## config.mk

```make
export PLATFORM = sky130hd
export DESIGN_NAME = load_register
export DESIGN_NICKNAME = d
export VERILOG_FILES = /design/src/rtl/load_register.sv
export SDC_FILE = /design/constraint.sdc
export NUM_CORES = 1
export LEC_CHECK = 0
export BUFFER_PORTS_ARGS = -buffer_cell sky130_fd_sc_hd__buf_2
export CORE_MARGIN = 4
export CORE_UTILIZATION = 45
export DETAILED_ROUTE_END_ITERATION = 16
export PLACE_DENSITY = 0.8
export SYNTH_ARGS = -nofsm -noshare
export SYNTH_HDL_FRONTEND = slang
export SYNTH_SLANG_ARGS = --single-unit
```

## constraint.sdc

```tcl
create_clock -name clock -period 1.45 [get_ports clock]
set_input_delay 0.435 -clock clock [delete_from_list [all_inputs] [get_ports clock]]
set_output_delay 0.435 -clock clock [all_outputs]
set_load 0.01 [all_outputs]
```

## src/rtl/load_register.sv

```systemverilog
// ============================================================================
// Module   : load_register
// Brief    : Single-word load-enabled storage register with async active-low
//            reset. Optional shadow outputs (prev/changed) are enabled by
//            defining LOAD_REGISTER_SHADOW_EN.
// Revision : 1.0 - initial release
// ============================================================================
`default_nettype none

module load_register #(
    parameter int          WIDTH       = 16,
    parameter logic [63:0] RESET_VALUE = 64'd0
) (
    input  logic             clock,
    input  logic             reset_n,
    input  logic [WIDTH-1:0] in,
    input  logic             load,
`ifdef LOAD_REGISTER_SHADOW_EN
    output logic [WIDTH-1:0] prev,
    output logic             changed,
`endif
    output logic [WIDTH-1:0] out
);

    localparam logic [WIDTH-1:0] C_RST = RESET_VALUE[WIDTH-1:0];

    logic [WIDTH-1:0] data_q;
    logic [WIDTH-1:0] data_d;

    // A non-1 load (including X) falls into the hold branch.
    always_comb begin
        data_d = data_q;
        if (load == 1'b1) begin
            data_d = in;
        end
    end

    always_ff @(posedge clock or negedge reset_n) begin
        if (!reset_n) begin
            data_q <= C_RST;
        end else begin
            data_q <= data_d;
        end
    end

    assign out = data_q;

`ifdef LOAD_REGISTER_SHADOW_EN
    logic [WIDTH-1:0] prev_q;
    logic [WIDTH-1:0] prev_d;
    logic             changed_q;
    logic             changed_d;

    always_comb begin
        prev_d    = prev_q;
        changed_d = 1'b0;
        if (load == 1'b1) begin
            prev_d    = data_q;
            changed_d = (in != data_q);
        end
    end

    always_ff @(posedge clock or negedge reset_n) begin
        if (!reset_n) begin
            prev_q    <= C_RST;
            changed_q <= 1'b0;
        end else begin
            prev_q    <= prev_d;
            changed_q <= changed_d;
        end
    end

    assign prev    = prev_q;
    assign changed = changed_q;
`endif

endmodule

`default_nettype wire

```

==> results of run 1 <==
[layer usage]
metal / vias to the layer above / share of wire, % / global-route usage [%]
li1: 194 / - / -
met1: 204 / 40 / 15.3
met2: 21 / 47 / 20.1
met3: 4 / 11 / 5.93
met4: 0 / 1.6 / 6.82
met5: - / 0 / 0
[worst max-delay path by stage]
| stage | start | endpoint | slack (ns) |
|---|---|---|---|
| after floorplan | load | out[10] | 0.35 |
| after detailed placement | load | out[7] | 0.23 |
| after global routing | out[7] | out[7] | 0.16 |
| after CTS | out[7] | out[7] | 0.18 |
| final | out[7] | out[7] | 0.20 |
| after global placement | load | out[5] | 0.24 |
[per-stage QoR]
| step | util, % | worst slack (ns) | power, mW | std cells | area [um^2] |
|---|---|---|---|---|---|
| floorplan | - | 0.353 | 0.624 | 34 | 649 |
| global placement | 62.0 | 0.244 | 0.704 | 82 | 827 |
| detailed placement | 62.0 | 0.225 | 0.708 | 82 | 827 |
| CTS | 64.7 | 0.182 | 0.992 | 86 | 863 |
| global route | 64.7 | 0.156 | 1.03 | 86 | 863 |
| finish | 64.7 | 0.195 | 0.980 | 86 | 863 |
[cells by family (layout without fill, tap and decap cells)]
logic type,Yosys count,in the layout,synth area share [%]
DFF,16,16,61.7
buffers and inverters,2,39,4.82
muxes,16,16,33.5
[cell usage after synthesis]
| cell type | instances | area share [%] |
|---|---|---|
| dfrtp_1 | 16 | 62 |
| mux2_2 | 6 | 10 |
| buf_6 | 1 | 1.7 |
| buf_12 | 1 | 3.1 |
| mux2_4 | 10 | 23 |
[cell type report]
type | instances | share of cell area [%]
Sequential cell | 16 | 46.4
Multi-Input combinational cell | 16 | 25.2
Timing Repair Buffer | 35 | 22.0
Clock buffer | 4 | 4.20
Tap cell | 15 | 2.17
[where the power goes]
part	switching, mW	total [mW]	internal [mW]
logic	0.0780	0.186	0.108
clock network	0.130	0.283	0.153
registers	0.0212	0.512	0.490
total	0.229	0.980	0.751
==> impl_results.md, run 1 <==
* Die Y at 46.0 um
* Hold Buf Count CTS at 0
* Power Dens Cells at 1140 nW/um^2
* Clock slew at reported path FFs at 0.09 ns
* Htree depth at 1
* TritonCTS Buffers at 3
* MaxCap Viol Count at 0
* CP delay by family, top: flip-flops
* RR Startpoint: out[7]
* Critical-path maximum fanout at 2
* Period utilisation layout at 86.5%
* Yosys cell types at 5
* Hold Vio Cnt, Final at 0
* Post-Syn Instances at 34
* Yosys reg bits at 16
* Routed vias/inst at 4.92
* Hold WS at 0.0378 ns
* Syn_area_per_cell at 19.1 um^2
* Slowest stage delay, CP at 0.39 ns
* Initial antenna violation count at 0
* Rows at 13
* CP bufs+invs at 1
* Flop2flop setup slack at 0.67 ns
* Critical path depth in cells at 1
* Clk root buf: clkbuf_4
* Die span in x at 46.0 um
* Clock Latency Late Sink at 0.27 ns
* Setup crit end kind: primary output
* Antenna diode count at 0
* First-pass GRT wire length at 1.86 mm
* Synth warn at 0
* FMAX at 797 MHz
* Worst Skew at 0 ns
* Post-Syn Area at 649 um^2
* Status: finished clean
* Relative slew slack at 77.4%
* Mapped Nets at 53
* Core Footprint at 1330 um^2
* Wirelength per Cell at 14.1 um
* RSZ-0062 raised after global routing: false
* Vias in the first global route at 426
* Worst Reg-to-Reg Cells at 1
* Worst Setup Path Type: reg -> out
* Most frequent cells in the layout: buf_2, dfrtp_1, mux2_4
* DRC viols at 0
* Port bufs at 34
* Hpwl dp at 941 um
* WL final at 1.21 mm
* Post-CTS setup buffers at 0
* Via count at 423
* Total GRT Usage at 13.1%
* Critical path launch point type: flip-flop
* Reg2reg end: out[7]
* # nets final at 91
* Share of layout cells above drive strength 1 at 77.5%
* Max-slew violation count at 0
* First-pass DRT Iterations at 2
* Setup total negative slack at 0 ns
* Max reg flops at 16
* Fill count at 104
* Die area at 2110 um^2
* Ports at 35
* Critical Path AT at 0.82 ns
* Min Tclk post-route at 1.25 ns
* Crit-path cells: buf_2
* LEAKAGE at 0.457 nW
* Max stage delay cell, worst path: dfrtp_1
* Post-DRT Antenna Nets at 0
* Worst-Margin Slew at 0.339 ns
* Initial core utilization at 48.7%
* Worst Path Required at 1.02 ns
* Class of the worst hold path: in -> async
* Global route overflow at 0
* Clock buffer depth at 2
* Area of the multi-input gates at 218 um^2
* Synthesis-to-layout area growth at 32.9%
* CTS tree: yes
* GP Congestion at 0.680
* # setup viols final at 0
* Peak VDD IR at 0.599 mV
* FF+latch area at 400 um^2
* Clock sinks at 16
* Commonest non-fill, non-tap cell in the layout: buf_2
* DR iter-0 viols at 1
* # resized after CTS at 0
* Largest net degree at the start of global routing at 17
* Post-synthesis sequential area ratio at 61.7%
No activity file was read; power rests on OpenSTA's default activity.
==> inputs of run 2 (changes only) <==
--- a/config.mk
+++ b/config.mk
@@ -5,11 +5,12 @@
 export SDC_FILE = /design/constraint.sdc
 export NUM_CORES = 1
 export LEC_CHECK = 0
+export ABC_AREA = 1
 export BUFFER_PORTS_ARGS = -buffer_cell sky130_fd_sc_hd__buf_2
 export CORE_MARGIN = 4
 export CORE_UTILIZATION = 45
 export DETAILED_ROUTE_END_ITERATION = 16
-export PLACE_DENSITY = 0.8
+export PLACE_DENSITY = 0.81
 export SYNTH_ARGS = -nofsm -noshare
 export SYNTH_HDL_FRONTEND = slang
 export SYNTH_SLANG_ARGS = --single-unit
==> run 2 against run 1 <==
Effect of this change: clock skew is the same; combinational power is 21% lower; worst setup slack got worse by 0.019 ns; routed wire length grew 7.4%; fmax is 1.5% lower; power down 10%; worst hold slack improved by 0.00063 ns; critical path depth did not move; die area down 0.63%; critical path type unchanged.
==> impl_results.md, run 2 <==
* Status: finished clean
* Die area at 2100 um^2 (-0.63%)
* Most common cell in the netlist: nand2_1
* Clock buffer depth at 2 (unchanged)
* Worst Skew at 0 ns (unchanged)
* Top FF cell, synth: dfrtp_1
* Post-synth ARST share at 100% (unchanged)
* Period utilisation layout at 87.8% (+1.3 points)
* Hpwl dp at 976 um (+3.7%)
* TritonCTS Buffers at 3 (unchanged)
* Relative slew slack at 77.0% (-0.36 points)
* Post-Syn Area at 644 um^2 (-0.77%)
* Mapped Nets at 87 (+64%)
* Clock Latency Late Sink at 0.28 ns (about the same)
* Yosys reg bits at 16 (unchanged)
* GP Congestion at 0.708 (+4.1%)
* Hold Buf Count CTS at 0 (unchanged)
* Post-CTS setup buffers at 0 (unchanged)
* Total GRT Usage at 13.9% (+0.74 points)
* Global route overflow at 0 (unchanged)
* Synthesis-to-layout area growth at 26.2%
* Fill count at 115 (+11%)
* Post-synthesis sequential area ratio at 62.1% (+0.48 points)
* Setup total negative slack at 0 ns (unchanged)
* DR iter-0 viols at 7 (+6)
* Antenna diode count at 0 (unchanged)
* Min Tclk post-route at 1.27 ns (+0.0186 ns)
* FMAX at 785 MHz (-1.5%)
* Synth warn at 0 (unchanged)
* Max stage delay cell, worst path: dfrtp_1
* Ports at 35 (unchanged)
* Worst Reg-to-Reg Cells at 2 (+1)
* Worst Setup Path Type: reg -> out
* Power Dens Cells at 1090 nW/um^2 (-4.4%)
* Wirelength per Cell at 11.1 um (-21%)
* Hold WS at 0.0384 ns (+0.000630 ns)
* Setup crit end kind: primary output
* Peak VDD IR at 0.528 mV (-12%)
* Post-DRT Antenna Nets at 0 (unchanged)
* Syn_area_per_cell at 9.48 um^2 (-50%)
* WL final at 1.30 mm (+7.4%)
* Crit-path cells: buf_2
* Yosys top cell by area: dfrtp_1
* RSZ-0062 raised after global routing: false
* Flop2flop setup slack at 0.82 ns (+0.15 ns)
* Number of synthesized flops with an enable pin at 0 (unchanged)
* Commonest non-fill, non-tap cell in the layout: nand2_1
* Class of the worst hold path: in -> async
* Die Y at 45.8 um (-0.32%)
* Max reg flops at 16 (unchanged)
* Top cell type's share of synthesized area at 62.1% (+0.48 points)
* # resized after CTS at 0 (unchanged)
* CP delay by family, top: flip-flops
* # nets final at 123 (+35%)
* Clk root buf: clkbuf_4
* Core Footprint at 1320 um^2 (-1.2%)
* Top cells by count, synth: nand2_1, dfrtp_1, nand2_2
* Slowest stage delay, CP at 0.41 ns (+0.02 ns)
* Clock sinks at 16 (unchanged)
* Hold Vio Cnt, Final at 0 (unchanged)
* Dpl cells at 114 (+39%)
* Main area contributors after synthesis: dfrtp_1, nand2_1, nand2_2
* # setup viols final at 0 (unchanged)
* Htree depth at 1 (unchanged)
* Port bufs at 34 (unchanged)
* Largest net degree at the start of global routing at 18 (+1)
* LEAKAGE at 0.494 nW (+7.9%)
* Dpl ws at 0.343 ns (+0.117 ns)
* MaxCap Viol Count at 0 (unchanged)
* Critical Path AT at 0.84 ns (+0.02 ns)
* Core Util, Final at 61.7% (-3.0 points)
* DRC viols at 0 (unchanged)
* Final worst setup slack at 0.177 ns (-0.0186 ns)
* Clock slew at reported path FFs at 0.09 ns (about the same)
* First-pass GRT wire length at 2.08 mm (+12%)
* Fin cells at 117 (+36%)
* First-pass DRT Iterations at 4 (+2)
* Initial core utilization at 48.9% (+0.22 points)
* Via count at 549 (+30%)
* Max-slew violation count at 0 (unchanged)
* Most frequent cells in the layout: nand2_1, buf_2, dfrtp_1
* Share of layout cells above drive strength 1 at 42.2% (-35 points)
* Post-Syn Instances at 68 (+100%)
* Vias in the first global route at 504 (+18%)
* Yosys cell types at 6 (+1)
* Worst Path Required at 1.02 ns (about the same)
* Die span in x at 45.8 um (-0.32%)
* Critical-path maximum fanout at 2 (unchanged)
* CP bufs+invs at 1 (unchanged)
* Reg2reg end: out[12]
* Rows at 13 (unchanged)
* Initial antenna violation count at 0 (unchanged)
* Worst-Margin Slew at 0.345 ns (+0.00535 ns)
* Routed vias/inst at 4.69 (-4.6%)
* Critical path launch point type: flip-flop
* CTS tree: yes
* RR Startpoint: out[12]
## run 2: changes by cell type after synthesis, sizes merged
cell / delta
inv: +1
nand2: +48
buf: +1
mux2: -16
## run 2: logic make-up after synthesis
family | after synthesis | synth area share (%)
simple gates | 48 | 29.9
flops | 16 | 62.1
buf+inv | 4 | 7.96
## run 2: per-layer routing
metal  GRT usage (%)  wire, um  part of all wire (%)  up-vias
met5               0         0                     0        -
met4            8.52        21                   1.6        0
met3            2.37        66                   5.1        4
met2            22.8       694                    53       13
met1            16.6       522                    40      261
li1                -         -                     -      271
## run 2: report_power, final
group / total (mW) / switching [mW] / internal [mW]
clock network: 0.229 / 0.132 / 0.0965
registers: 0.507 / 0.0219 / 0.485
logic: 0.147 / 0.0833 / 0.0634
total: 0.883 / 0.238 / 0.645
## run 2: metrics by stage
| stage | cell area [um^2] | power (mW) |
|---|---|---|
| after floorplan | 644 | 0.596 |
| after global placement | 791 | 0.662 |
| after detailed placement | 791 | 0.666 |
| after CTS | 813 | 0.894 |
| after global routing | 813 | 0.935 |
| final | 813 | 0.883 |
## run 2: worst max-delay path by stage
stage | startpoint | end | slack [ns] | cells after the start
final | out[12] | out[12] | 0.18 | 1
after global routing | out[12] | out[12] | 0.14 | 1
after CTS | out[12] | out[12] | 0.17 | 1
after detailed placement | load | out[5] | 0.34 | 4
after global placement | load | out[1] | 0.36 | 4
after floorplan | load | out[10] | 0.53 | 5
## run 2: worst reg2reg max path: stages, from the launching register on
cell and delay [ns]:
dfrtp_1 0.41, nand2_2 0.07, nand2_1 0.05
## run 2: layout make-up
cell class	instances	area (um^2)	share of cell area (%)
Inverter	1	8.76	1.08
Timing Repair Buffer	34	170	20.9
Sequential cell	16	400	49.2
Multi-Input combinational cell	48	193	23.7
Tap cell	15	18.8	2.31
Clock buffer	3	22.5	2.77
==> inputs of run 3 (changes only) <==
--- a/config.mk
+++ b/config.mk
@@ -9,8 +9,10 @@
 export BUFFER_PORTS_ARGS = -buffer_cell sky130_fd_sc_hd__buf_2
 export CORE_MARGIN = 4
 export CORE_UTILIZATION = 45
+export CTS_CLUSTER_DIAMETER = 30
 export DETAILED_ROUTE_END_ITERATION = 16
 export PLACE_DENSITY = 0.81
+export REMOVE_ABC_BUFFERS = 1
 export SYNTH_ARGS = -nofsm -noshare
 export SYNTH_HDL_FRONTEND = slang
 export SYNTH_SLANG_ARGS = --single-unit
==> run 3 against run 2 <==
Effect of this change: first-iteration DRC count down 29%; critical path type unchanged; sequential power about the same; largest power group unchanged; die area unchanged; largest cell class unchanged.
==> impl_results.md, run 3 (synthesized netlist as in run 2, its figures left out) <==
* Commonest non-fill, non-tap cell in the layout: nand2_1
* Status: finished clean
* DRC viols at 0 (unchanged)
* First-pass DRT Iterations at 4 (unchanged)
* Largest net degree at the start of global routing at 18 (unchanged)
* RSZ-0062 raised after global routing: false
* Power Dens Cells at 1080 nW/um^2 (-0.63%)
* Hold Buf Count CTS at 0 (unchanged)
* # resized after CTS at 0 (unchanged)
* Max reg flops at 16 (unchanged)
* Hpwl dp at 973 um (-0.31%)
* Critical path depth in cells at 1 (unchanged)
* GP Congestion at 0.626 (-12%)
* Clock slew at reported path FFs at 0.09 ns (about the same)
* Fin cells at 117 (unchanged)
* Critical path launch point type: flip-flop
* Max stage delay cell, worst path: dfrtp_1
* WL final at 1.32 mm (+1.0%)
* Relative slew slack at 76.2% (-0.84 points)
* # nets final at 123 (unchanged)
* Critical-path maximum fanout at 2 (unchanged)
* Min Tclk post-route at 1.26 ns (-0.0174 ns)
* # setup viols final at 0 (unchanged)
* Die span in x at 45.8 um (unchanged)
* TritonCTS Buffers at 3 (unchanged)
* Clk root buf: clkbuf_4
* Synthesis-to-layout area growth at 26.2% (unchanged)
* Rows at 13 (unchanged)
* Setup total negative slack at 0 ns (unchanged)
* Share of power burned in registers at 57.7% (+0.2 points)
* LEAKAGE at 0.494 nW (unchanged)
* Ports at 35 (unchanged)
* Hold WS at 0.0534 ns (+0.0150 ns)
* Worst Reg-to-Reg Cells at 2 (unchanged)
* Routed vias/inst at 4.74 (+0.91%)
* Htree depth at 1 (unchanged)
* Via count at 554 (+0.91%)
* Worst-Margin Slew at 0.357 ns (+0.0127 ns)
* Clock Power Share at 25.5% (-0.4 points)
* Core Footprint at 1320 um^2 (unchanged)
* Vias in the first global route at 490 (-2.8%)
* Clock sinks at 16 (unchanged)
* Crit-path cells: buf_2
* Port bufs at 34 (unchanged)
* P_int at 0.645 mW (about the same)
* Hold Vio Cnt, Final at 0 (unchanged)
* Period utilisation layout at 86.6% (-1.2 points)
* Sw Ratio at 26.5% (-0.44 points)
* Share of layout cells above drive strength 1 at 42.2% (unchanged)
* CP bufs+invs at 1 (unchanged)
* Class of the worst hold path: in -> async
* Die Y at 45.8 um (unchanged)
* Setup crit end kind: primary output
* Comb power frac at 16.8% (+0.2 points)
* MaxCap Viol Count at 0 (unchanged)
* FMAX at 796 MHz (+1.4%)
* Clock buffer depth at 2 (unchanged)
* Worst Path Required at 1.02 ns (about the same)
* Post-CTS setup buffers at 0 (unchanged)
* Critical Path AT at 0.82 ns (-0.02 ns)
* Global route overflow at 0 (unchanged)
* Peak VDD IR at 0.617 mV (+17%)
* Max-slew violation count at 0 (unchanged)
* Switching power at 0.232 mW (-2.3%)
* Final worst setup slack at 0.194 ns (+0.0174 ns)
* Post-DRT Antenna Nets at 0 (unchanged)
* Initial antenna violation count at 0 (unchanged)
* CTS tree: yes
* DR iter-0 viols at 5 (-2)
* Worst Skew at 0 ns (unchanged)
* Dpl cells at 114 (unchanged)
* Wirelength per Cell at 11.3 um (+1.0%)
* Dpl ws at 0.329 ns (-0.0137 ns)
* Total GRT Usage at 14.5% (+0.67 points)
* Worst Setup Path Type: reg -> out
* First-pass GRT wire length at 2.12 mm (+1.7%)
* Most frequent cells in the layout: nand2_1, buf_2, dfrtp_1
* Slowest stage delay, CP at 0.40 ns (about the same)
* Antenna diode count at 0 (unchanged)
* Total power at 0.877 mW (-0.63%)
* Clock Latency Late Sink at 0.28 ns (about the same)
* CP delay by family, top: flip-flops
* Die area at 2100 um^2 (unchanged)
* Initial core utilization at 48.9% (unchanged)
run 3: cell counts in the layout (fill, tap and decap cells not counted):
Identical to the previous run, type by type.
run 3: stage by stage:
| stage | util [%] | cell area (um^2) |
|---|---|---|
| final | 61.7 | 813 |
| after global routing | 61.7 | 813 |
| after CTS | 61.7 | 813 |
| after detailed placement | 60.0 | 791 |
| after global placement | 60.0 | 791 |
| after floorplan | - | 602 |
run 3: metal layers:
| layer | GRT usage [%] | vias to the layer above | wire, um |
|---|---|---|---|
| li1 | - | 273 | - |
| met1 | 18.4 | 257 | 564 |
| met3 | 3.95 | 4 | 104 |
| met4 | 10.2 | 0 | 30 |
| met5 | 0 | - | 0 |
| met2 | 21.2 | 20 | 617 |
run 3: path summary, 6_finish.rpt:
path / startpoint / to / slack [ns]
worst max-delay path: out[11] / out[11] / 0.19
worst min-delay path: reset_n / out[7] / 0.05
worst max register to register: out[11] / out[11] / 0.84
worst min register to register: out[15] / out[15] / 0.47
max in group asynchronous: reset_n / out[8] / 1.14
min in group clock: in[14] / out[14] / 0.35
run 3: power by group through the flow:
stage,Clock (mW),Sequential (mW),Combinational (mW)
CTS,0.236,0.506,0.152
detailed placement,0,0.515,0.151
floorplan,0,0.536,0.0428
finish,0.224,0.506,0.147
global placement,0,0.516,0.147
global route,0.247,0.510,0.169
run 3: layout make-up:
class | instances | area, um^2
fillers | 131 | 504
flip-flops and latches | 16 | 400
multi-input cells | 48 | 193
repair buffers | 34 | 170
clock buffers | 3 | 22.5
well taps | 15 | 18.8
inverters | 1 | 8.76
